**src/rtl/alu_pkg.sv**
```systemverilog
// Shared definitions for the ALU arbiter: ALU command codes, arbiter FSM states and
// the default settle time.
package alu_pkg;

  typedef enum logic [2:0] {
    CmdAdd  = 3'b000,
    CmdSub  = 3'b001,
    CmdXor  = 3'b010,
    CmdSlt  = 3'b011,
    CmdAnd  = 3'b100,
    CmdNand = 3'b101,
    CmdNor  = 3'b110,
    CmdOr   = 3'b111
  } alu_cmd_e;

  typedef enum logic [1:0] {
    StIdle   = 2'd0,
    StSettle = 2'd1,
    StResp   = 2'd2
  } alu_arb_state_e;

  localparam int unsigned SettleCyclesDefault = 4;
  localparam int unsigned CntWidth            = 8;

endpackage

```
**src/rtl/alu_arbiter_alu.sv**
```systemverilog
// 32-bit combinational ALU: add/sub/slt through one adder, plus bitwise ops.
// carryout and overflow are meaningful only for ADD and SUB; they read 0 otherwise.
module alu_arbiter_alu
  import alu_pkg::*;
(
  output logic [31:0] result,
  output logic        carryout,
  output logic        zero,
  output logic        overflow,
  input  logic [31:0] operandA,
  input  logic [31:0] operandB,
  input  logic [2:0]  command
);

  alu_cmd_e    cmd;
  logic        is_sub;
  logic [31:0] b_eff;
  logic [32:0] sum;
  logic        add_ovf;

  assign cmd    = alu_cmd_e'(command);
  assign is_sub = (cmd == CmdSub) || (cmd == CmdSlt);
  assign b_eff  = is_sub ? ~operandB : operandB;
  assign sum    = {1'b0, operandA} + {1'b0, b_eff} + {32'd0, is_sub};
  // Signed overflow: operands of equal sign produce a sum of the other sign.
  assign add_ovf = (operandA[31] == b_eff[31]) && (sum[31] != operandA[31]);

  always_comb begin
    result   = '0;
    carryout = 1'b0;
    overflow = 1'b0;
    unique case (cmd)
      CmdAdd, CmdSub: begin
        result   = sum[31:0];
        carryout = sum[32];
        overflow = add_ovf;
      end
      CmdSlt:  result = {31'd0, sum[31] ^ add_ovf};
      CmdXor:  result = operandA ^ operandB;
      CmdAnd:  result = operandA & operandB;
      CmdNand: result = ~(operandA & operandB);
      CmdNor:  result = ~(operandA | operandB);
      CmdOr:   result = operandA | operandB;
      default: result = '0;
    endcase
  end

  assign zero = (result == 32'd0);

endmodule

```
**src/rtl/alu_arbiter.sv**
```systemverilog
// Two-requester front end for a shared ALU: grant, latch operands, wait SETTLE_CYCLES,
// capture result and hold it until the consumer takes it. ALU_ARB_RR_EN enables round-robin ties.
module alu_arbiter
  import alu_pkg::*;
#(
  parameter int unsigned SETTLE_CYCLES = SettleCyclesDefault
) (
  input  logic        clk,
  input  logic        reset,
  input  logic [1:0]  req_valid,
  output logic [1:0]  req_ready,
  input  logic [31:0] req0_a,
  input  logic [31:0] req0_b,
  input  logic [2:0]  req0_cmd,
  input  logic [31:0] req1_a,
  input  logic [31:0] req1_b,
  input  logic [2:0]  req1_cmd,
  output logic        rsp_valid,
  input  logic        rsp_ready,
  output logic        rsp_id,
  output logic [31:0] rsp_result,
  output logic        rsp_carryout,
  output logic        rsp_zero,
  output logic        rsp_overflow,
  output logic        busy
);

  localparam logic [CntWidth-1:0] SettleLoad = CntWidth'(SETTLE_CYCLES - 1);

  alu_arb_state_e      state_q, state_d;
  logic [CntWidth-1:0] cnt_q;
  logic [31:0]         op_a_q, op_b_q;
  logic [2:0]          op_cmd_q;
  logic                op_id_q;

  logic                rsp_valid_q, rsp_id_q, rsp_carry_q, rsp_zero_q, rsp_ovf_q;
  logic [31:0]         rsp_result_q;

  logic                grant_id, accept, capture, handshake;
  logic [31:0]         alu_result;
  logic                alu_carry, alu_zero, alu_ovf;

`ifdef ALU_ARB_RR_EN
  // Remembers the last accepted requester; reset value 1 lets requester 0 win the first tie.
  logic last_q;

  always_ff @(posedge clk or posedge reset) begin
    if (reset) begin
      last_q <= 1'b1;
    end else if (accept) begin
      last_q <= grant_id;
    end
  end

  assign grant_id = (&req_valid) ? ~last_q : req_valid[1];
`else
  assign grant_id = ~req_valid[0];
`endif

  always_comb begin
    state_d   = state_q;
    req_ready = 2'b00;
    accept    = 1'b0;
    capture   = 1'b0;
    handshake = 1'b0;
    unique case (state_q)
      StIdle: begin
        if ((|req_valid) && !reset) begin
          accept              = 1'b1;
          req_ready[grant_id] = 1'b1;
          state_d             = StSettle;
        end
      end
      StSettle: begin
        if (cnt_q == '0) begin
          capture = 1'b1;
          state_d = StResp;
        end
      end
      StResp: begin
        if (rsp_valid_q && rsp_ready) begin
          handshake = 1'b1;
          state_d   = StIdle;
        end
      end
      default: state_d = StIdle;
    endcase
  end

  always_ff @(posedge clk or posedge reset) begin
    if (reset) begin
      state_q <= StIdle;
    end else begin
      state_q <= state_d;
    end
  end

  always_ff @(posedge clk or posedge reset) begin
    if (reset) begin
      cnt_q        <= '0;
      op_a_q       <= '0;
      op_b_q       <= '0;
      op_cmd_q     <= '0;
      op_id_q      <= 1'b0;
      rsp_valid_q  <= 1'b0;
      rsp_id_q     <= 1'b0;
      rsp_result_q <= '0;
      rsp_carry_q  <= 1'b0;
      rsp_zero_q   <= 1'b0;
      rsp_ovf_q    <= 1'b0;
    end else begin
      if (accept) begin
        op_a_q   <= grant_id ? req1_a : req0_a;
        op_b_q   <= grant_id ? req1_b : req0_b;
        op_cmd_q <= grant_id ? req1_cmd : req0_cmd;
        op_id_q  <= grant_id;
        cnt_q    <= SettleLoad;
      end else if ((state_q == StSettle) && (cnt_q != '0)) begin
        cnt_q <= cnt_q - 1'b1;
      end

      // Result and flags are left untouched by the handshake so they stay readable.
      if (capture) begin
        rsp_valid_q  <= 1'b1;
        rsp_id_q     <= op_id_q;
        rsp_result_q <= alu_result;
        rsp_carry_q  <= alu_carry;
        rsp_zero_q   <= alu_zero;
        rsp_ovf_q    <= alu_ovf;
      end else if (handshake) begin
        rsp_valid_q <= 1'b0;
      end
    end
  end

  alu_arbiter_alu u_alu (
    .result   (alu_result),
    .carryout (alu_carry),
    .zero     (alu_zero),
    .overflow (alu_ovf),
    .operandA (op_a_q),
    .operandB (op_b_q),
    .command  (op_cmd_q)
  );

  assign rsp_valid    = rsp_valid_q;
  assign rsp_id       = rsp_id_q;
  assign rsp_result   = rsp_result_q;
  assign rsp_carryout = rsp_carry_q;
  assign rsp_zero     = rsp_zero_q;
  assign rsp_overflow = rsp_ovf_q;
  assign busy         = (state_q != StIdle);

endmodule
```
**config.mk**
```make
export PLATFORM = sky130hd
export DESIGN_NAME = alu_arbiter
export DESIGN_NICKNAME = d
export VERILOG_FILES = /design/src/rtl/alu_pkg.sv /design/src/rtl/alu_arbiter_alu.sv /design/src/rtl/alu_arbiter.sv
export SDC_FILE = /design/constraint.sdc
export NUM_CORES = 1
export LEC_CHECK = 0
export CORE_ASPECT_RATIO = 0.8
export CORE_MARGIN = 5
export CORE_UTILIZATION = 34
export DETAILED_ROUTE_END_ITERATION = 8
export PLACE_DENSITY = 0.6
export SYNTH_ARGS = -nofsm -noshare
export SYNTH_HDL_FRONTEND = slang
export SYNTH_HIERARCHICAL = 1
export SYNTH_SLANG_ARGS = --single-unit
```
**constraint.sdc**
```tcl
create_clock -name clk -period 5 [get_ports clk]
set_input_delay 0.75 -clock clk [delete_from_list [all_inputs] [get_ports clk]]
set_output_delay 0.75 -clock clk [all_outputs]
set_load 0.02 [all_outputs]
```
==> results of run 1 <==
-- sequential cells by signal, summed over array words and instances (netlist names) --
signal	flops
rsp_result	32
rsp_valid	1
rsp_zero	1
op_cmd_q	3
rsp_carryout	1
rsp_overflow	1
op_b_q	32
cnt_q	8
rsp_id	1
op_a_q	32
op_id_q	1
state_q	2
-- critical path, stage by stage, from the launching register on --
cell	delay (ns)
dfrtp_1	0.43
inv_2	0.08
nand2_2	0.33
xnor2_1	0.30
fa_1	0.43
a21o_1	0.24
a221oi_4	0.24
buf_4	0.20
nor3_1	0.06
a2111oi_0	0.71
mux2i_1	0.28
and3_1	0.28
nor2_1	0.07
nand4b_1	0.11
nor4_2	0.06
mux2_1	0.28
-- metrics by stage --
| step | hold slack (ns) | setup WS [ns] | instances | area (sq um) | utilization [%] |
|---|---|---|---|---|---|
| 3_3_place_gp | 0.454 | 0.686 | 1650 | 12500 | 41.2 |
| 5_1_grt | 0.491 | 0.503 | 1682 | 13100 | 43.2 |
| 2_1_floorplan | 0.443 | 0.503 | 1115 | 10400 | - |
| 6_report | 0.472 | 0.761 | 1682 | 13100 | 43.2 |
| 3_5_place_dp | 0.458 | 0.770 | 1650 | 12500 | 41.2 |
| 4_1_cts | 0.474 | 0.749 | 1682 | 13100 | 43.2 |
-- Yosys cell counts (all sizes together) (5+ instances only) --
master | n | area share [%]
o31ai | 5 | 0.41
nor2 | 50 | 1.8
nand2b | 13 | 0.78
xnor2 | 67 | 5.7
a21oi | 50 | 2.5
a31oi | 8 | 0.48
inv | 79 | 2.9
a221o | 67 | 6.5
or3 | 7 | 0.47
o221ai | 8 | 0.68
a2111oi | 5 | 0.66
a22oi | 25 | 1.8
nor2b | 18 | 1.1
nor3b | 72 | 5.3
or4 | 7 | 0.54
ha | 97 | 12
o221a | 11 | 1.2
xor2 | 8 | 0.68
nor3 | 19 | 1.1
a21o | 11 | 0.80
o211ai | 8 | 0.63
dfrtp | 115 | 28
buf | 41 | 2.4
nor4 | 14 | 1.2
mux2 | 36 | 4.6
nand4 | 8 | 0.48
mux2i | 20 | 1.9
and2 | 9 | 0.55
o21ai | 42 | 2.1
nand2 | 50 | 1.9
and3 | 9 | 0.54
nand3 | 22 | 1.1
o21a | 13 | 0.95
clkbuf | 37 | 1.4
a211oi | 7 | 0.55
-- per-layer routing --
layer  wire length, microns  part of all wire (%)  vias to the layer above  global-route usage [%]
met5                     13                 0.039                        -                       0
met4                    247                  0.74                        2                    3.49
met3                   2110                   6.3                       20                    4.18
met2                  12900                    39                      302                    24.8
met1                  18000                    54                     4453                    32.0
li1                       -                     -                     4446                       -
-- placed cells by master (no fill, tap or decap), types with 22 or more instances in the layout --
cell type | netlist | layout
a21oi_1 | 48 | 48
a221o_1 | 67 | 67
a22oi_1 | 25 | 25
buf_4 | 4 | 22
clkdlybuf4s50_1 | 0 | 177
dfrtp_1 | 115 | 114
ha_1 | 97 | 97
inv_1 | 78 | 77
nand2_1 | 47 | 46
nor2_1 | 50 | 49
nor3b_1 | 71 | 71
o21ai_0 | 34 | 34
xnor2_1 | 67 | 67
-- layout make-up --
cell class	count	share of cell area, %
Inverter	80	2.32
Clock inverter	13	1.33
Sequential cell	115	22.0
Timing Repair Buffer	200	14.8
Tap cell	413	3.95
Multi-Input combinational cell	842	52.2
Clock buffer	19	3.39
-- path summary, 6_finish.rpt --
path / to / cells past startpoint / from
worst max-delay path: rsp_zero / 15 / op_cmd_q[2]
worst min-delay path: op_id_q / 1 / op_id_q
worst max register to register: rsp_zero / 15 / op_cmd_q[2]
worst min register to register: op_id_q / 1 / op_id_q
max in group asynchronous: rsp_result[23] / 3 / reset
min in group asynchronous: state_q[1] / 2 / reset
-- kinds of logic after synthesis --
logic type               after synthesis  share of synthesized area (%)
adder cells (fa/ha/maj)               98                           11.9
AO/OA/AOI/OAI                        294                           22.3
buffers and inverters                158                           6.73
XOR/XNOR                              75                           6.33
flip-flops                           115                           27.7
multiplexers                          56                           6.49
AND/OR/NAND/NOR                      319                           18.5
==> run metrics, run 1 <==
outcome=finished clean; initial core utilization=34.3%; Final Hold Viols=0; DRT Pass-1 Iters=5; Seq. cell area=roughly 2900 sq um; CTS resizes=0; Reg clk slew, reported paths=0.07 ns; max cap viols=0; Worst setup SP type=flop; RSZ-0062 raised after global routing=false; Post-Synthesis Cells=around 1100; largest net degree at the start of global routing=86; diode count=0; Hold Path Class=flop to flop; ys async rst share=100%; Hold-fix buffers, CTS=0; CTS Sinks=115; critical path fanouts, max=18; # setup viols final=0; Seq cells post-synth=115; top_reg_cell synth=dfrtp_1; # fillers=2996; Overall Global Routing Usage=19.2%; synth warn=6; post-synth cell types=94; DRC viols=0; root buffer cell=clkbuf_16; CTS tree=yes; Routed Antenna Nets=0; vias in the first global route=8870; post-synthesis sequential area ratio=around 28%; worst slew pin tran=0.940 ns; proportion of layout cells with a drive suffix above 1=10.1%; CP Class=flop to flop; drt total wl=33300 microns; Final nets=1493; FP Rows=57; vias per cell=5.48; global-route wire length before repair=52100 microns; Tcrit/Tclk final=between 80% and 90%; Mapped Area=10400 sq um; Multi-input gate area=6820 sq um; minimum clock period=4.24 ns; drt wl/cell=19.8 microns; setup TNS=0 ns; reg2reg setup slack=0.76 ns; CP Data Required Time=5.30 ns; Fmax=236 MHz; I/O pins=roughly 180; dpl hpwl=25800 microns; max-slew violations=0; Worst-Skew Late Latency=between 0.4 and 0.5 ns; PortBufs=178; clock tree buffer depth=2; DR vias=roughly 9200; total CTS buffers=17; Post-synth EDFFs=0; initial antenna violation count=1; # Post-CTS Setup Buffers=0; die area=34100 sq um; slew margin rel.=37.3%; WP data arrival=4.54 ns; Crit. End Element=flop; Placer Congestion=0.936; total grt overflow=0; Layout Skew=~0.018 ns; Die Width=between 200 and 250 microns; synth-to-layout area growth=26.1%; Avg Inst Size Synth=9.30 sq um; syn nets=1352; CTS H-tree lvls=4; Core Region=around 30000 sq um; Die H=166 microns; DRT iter0 DRCs=~740
Power of run 1 is not shown: default switching activity piles up to over one toggle a cycle in this logic, so the estimate is an artifact.
==> inputs of run 2 (changes only) <==
==> constraint.sdc (replaced) <==
create_clock -name clk -period 4.24 [get_ports clk]
set_input_delay 0.636 -clock clk [delete_from_list [all_inputs] [get_ports clk]]
set_output_delay 0.636 -clock clk [all_outputs]
set_load 0.02 [all_outputs]
==> run 2 against run 1 <==
Count of clock-buffer cells in the layout decreased by 1; flip-flop and latch count did not move; wire length is 0.61% lower; core utilization rose by 0.11 points; global-route usage hardly changed; largest cell class unchanged; non-clock buffer count grew 2; clock skew is 0.0041 ns lower; sequential share of layout area fell by 0.055 points; first-iteration DRC count shrank 14%; die area is the same; design area rose by 0.25%.
==> run metrics, run 2 (synthesis results as in run 1) <==
Reg-to-Reg End=rsp_zero; CP Data Required Time=4.59 ns; Hold Path Class=flop to flop; Placer Congestion=0.936; Tcrit/Tclk final=between 90% and 100%; # fillers=~3000; CP Class=flop to flop; Overall Global Routing Usage=19.2%; clock tree buffer depth=2; Die H=166 microns; total grt overflow=0; Final Hold Viols=0; Die Width=about 210 microns; # setup viols final=0; Core Region=30200 sq um; Layout Skew=0.0142 ns; dpl ws=0.237 ns; vias in the first global route=8856; Crit Reg-Reg Startpoint=op_cmd_q[2]; RSZ-0062 raised after global routing=false; # Post-CTS Setup Buffers=0; CTS resizes=0; CTS Sinks=115; total CTS buffers=17; root buffer cell=clkbuf_16; proportion of layout cells with a drive suffix above 1=between 10% and 20%; commonest non-fill, non-tap cell in the layout=clkdlybuf4s50_1; largest net degree at the start of global routing=between 90 and 100; DRT Pass-1 Iters=7; PortBufs=178; setup TNS=0 ns; slew margin rel.=41.6%; I/O pins=179; diode count=0; synth-to-layout area growth=26.4%; Worst Hold Depth=1; Routed Antenna Nets=0; Final WS setup=0.280 ns; die area=34100 sq um; initial core utilization=34.3%; outcome=finished clean; Final nets=1495; drt total wl=~33000 microns; most frequent cells in the layout=clkdlybuf4s50_1, dfrtp_1, ha_1; minimum clock period=3.96 ns; Fmax=253 MHz; hold worst-path end=rsp_result[31]; Hold Path Origin=rsp_result[31]; max cap viols=0; critical path fanouts, max=33; dpl hpwl=25600 microns; drt wl/cell=19.7 microns; CTS H-tree lvls=4; Worst-Skew Late Latency=0.42 ns; R2R depth=15; DRT iter0 DRCs=634; max-slew violations=0; Reg clk slew, reported paths=0.06 ns; Hold-fix buffers, CTS=0; Worst setup SP type=flop; WP data arrival=between 4 and 5 ns; DRC viols=0; initial antenna violation count=2; vias per cell=5.51; CTS tree=yes; worst slew pin tran=0.876 ns; global-route wire length before repair=52200 microns; reg2reg setup slack=around 0.28 ns; DR vias=9262; FP Rows=57; Crit. End Element=flop
-- run 2: per-layer routing --
metal | wire length (microns) | vias up | track usage (%)
met1 | 17800 | 4495 | 32.1
met2 | 12600 | 280 | 24.5
met4 | 288 | 4 | 3.26
met5 | 19 | - | 0
li1 | - | 4459 | -
met3 | 2340 | 24 | 4.31
-- run 2: critical path, stage by stage, from the launching register on --
cell	delay, ns
dfrtp_1	0.42
inv_2	0.08
nand2_2	0.06
buf_12	0.19
xnor2_1	0.15
ha_1	0.37
a21oi_1	0.24
o21ai_1	0.16
a22oi_1	0.42
a21oi_1	0.19
o311a_1	0.38
nor3_1	0.14
o31ai_1	0.12
or4_1	0.56
nor4_2	0.23
mux2_1	0.16
-- run 2: cell type report --
class	count	area, sq um	share of cell area, %
Timing Repair Buffer	202	1970	15.0
Multi-Input combinational cell	842	6820	52.0
Clock buffer	18	439	3.35
Clock inverter	12	181	1.38
Inverter	80	303	2.31
Sequential cell	115	2880	22.0
Tap cell	413	517	3.94
-- run 2: worst max-delay path by stage --
| stage | end | slack [ns] | cells after the start | start |
|---|---|---|---|---|
| global placement | rsp_zero | 0.38 | 13 | op_b_q[0] |
| CTS | rsp_zero | 0.21 | 13 | op_b_q[0] |
| global route | rsp_zero | 0.02 | 14 | op_b_q[0] |
| finish | rsp_zero | 0.28 | 15 | op_cmd_q[2] |
| floorplan | rsp_zero | 0.03 | 18 | op_cmd_q[2] |
| detailed placement | rsp_zero | 0.24 | 13 | op_b_q[0] |
-- run 2: stage by stage --
stage	cells	utilization (%)	instance area [sq um]	hold WS (ns)
after floorplan	1115	-	10400	0.443
after global placement	1652	41.3	12500	0.466
after detailed placement	1652	41.3	12500	0.470
after CTS	1682	43.3	13100	0.490
after global routing	1682	43.4	13100	0.512
final	1682	43.4	13100	0.486
Power of run 2 is left out for the same reason.
==> inputs of run 3 (changes only) <==
--- a/config.mk
+++ b/config.mk
@@ -10,6 +10,7 @@
 export CORE_UTILIZATION = 34
 export DETAILED_ROUTE_END_ITERATION = 8
 export PLACE_DENSITY = 0.6
+export RECOVER_POWER = 100
 export SYNTH_ARGS = -nofsm -noshare
 export SYNTH_HDL_FRONTEND = slang
 export SYNTH_HIERARCHICAL = 1
==> run 3 against run 2 <==
The flow now finishes with violations (capacitance limit, slew limit); via count about the same; largest cell class unchanged; flip-flop and latch count stayed put; clock skew grew 0.00057 ns.
==> run metrics, run 3 (synthesis results as in run 1) <==
outcome=complete, but fails checks; violated checks=capacitance limit, slew limit; Reg clk slew, reported paths=0.06 ns; CTS Sinks=115; Core Region=a little over 30000 sq um; proportion of layout cells with a drive suffix above 1=between 8 and 9%; clock tree buffer depth=2; vias in the first global route=8856; total CTS buffers=17; DRT Pass-1 Iters=5; most frequent cells in the layout=clkdlybuf4s50_1, dfrtp_1, ha_1; DRT iter0 DRCs=636; Overall Global Routing Usage=19.2%; Hold-fix buffers, CTS=0; commonest non-fill, non-tap cell in the layout=clkdlybuf4s50_1; PortBufs=178; Hold Path Class=flop to flop; worst slew pin tran=roughly 2.8 ns; Final nets=1495; dpl ws=roughly 0.24 ns; synth-to-layout area growth=25.6%; Placer Congestion=0.936; max-slew violations=300; I/O pins=179; setup TNS=0 ns; global-route wire length before repair=52200 microns; WP data arrival=4.35 ns; Die H=166 microns; CP Data Required Time=4.58 ns; largest net degree at the start of global routing=93; DRC viols=0; root buffer cell=clkbuf_16; drt total wl=33200 microns; total grt overflow=0; CP Class=flop to flop; max cap viols=5; Die Width=205 microns; diode count=0; slew margin rel.=-89.1%; # setup viols final=0; Worst setup SP type=flop; Final WS setup=0.237 ns; vias per cell=5.50; die area=34100 sq um; CTS tree=yes; Crit. End Element=flop; DR vias=9256; FP Rows=57; CTS H-tree lvls=4; Final Hold Viols=0; RSZ-0062 raised after global routing=false; critical path fanouts, max=33; initial core utilization=34.3%; Layout Skew=0.0148 ns; drt wl/cell=19.7 microns; initial antenna violation count=2; minimum clock period=4.00 ns; Worst-Skew Late Latency=between 0.4 and 0.5 ns; Tcrit/Tclk final=94.4%; dpl hpwl=25600 microns; Fmax=250 MHz; Routed Antenna Nets=0
[run 3: critical path: stages, from the launching register on]
cell     delay, ns
dfrtp_1       0.42
inv_2         0.08
nand2_2       0.06
buf_12        0.19
xnor2_1       0.15
ha_1          0.38
a21oi_1       0.25
o21ai_1       0.17
a22oi_1       0.42
a21oi_1       0.19
o311a_1       0.38
nor3_1        0.14
o31ai_1       0.13
or4_1         0.56
nor4_2        0.23
mux2_1        0.16
[run 3: path summary, 6_finish.rpt]
kind / slack, ns / to / start / cells after the start
min: 0.48 / rsp_result[31] / rsp_result[31] / 1
min reg2reg: 0.48 / rsp_result[31] / rsp_result[31] / 1
max in group asynchronous: 0.79 / rsp_result[21] / reset / 3
max reg2reg: 0.24 / rsp_zero / op_cmd_q[2] / 15
min in group asynchronous: 1.28 / op_cmd_q[1] / reset / 3
max: 0.24 / rsp_zero / op_cmd_q[2] / 15
[run 3: timing repair]
item,in CTS,in global routing
buffers inserted,0,0
setup endpoints to repair,0,1
gates resized for setup,0,1
[run 3: final cells by class]
type,count,area (sq um)
fillers,3032,17200
multi-input cells,842,6760
inverters,80,302
clock buffers,18,439
flip-flops and latches,115,2880
well taps,413,517
repair buffers,202,1950
clock inverters,12,181
[run 3: per-stage QoR]
step | std cells | utilization [%] | hold WS [ns] | area (sq um)
after global routing | 1682 | 43.1 | 0.506 | 13000
after floorplan | 1115 | - | 0.443 | 10400
after detailed placement | 1652 | 41.3 | 0.470 | 12500
after CTS | 1682 | 43.3 | 0.490 | 13100
final | 1682 | 43.1 | 0.481 | 13000
after global placement | 1652 | 41.3 | 0.466 | 12500
[run 3: routing by layer]
layer | track usage [%] | routed length [microns]
met5 | 0 | 19
met4 | 3.26 | 287
met3 | 4.31 | 2330
met2 | 24.5 | 12700
met1 | 32.1 | 17800
Power of run 3 is left out for the same reason.
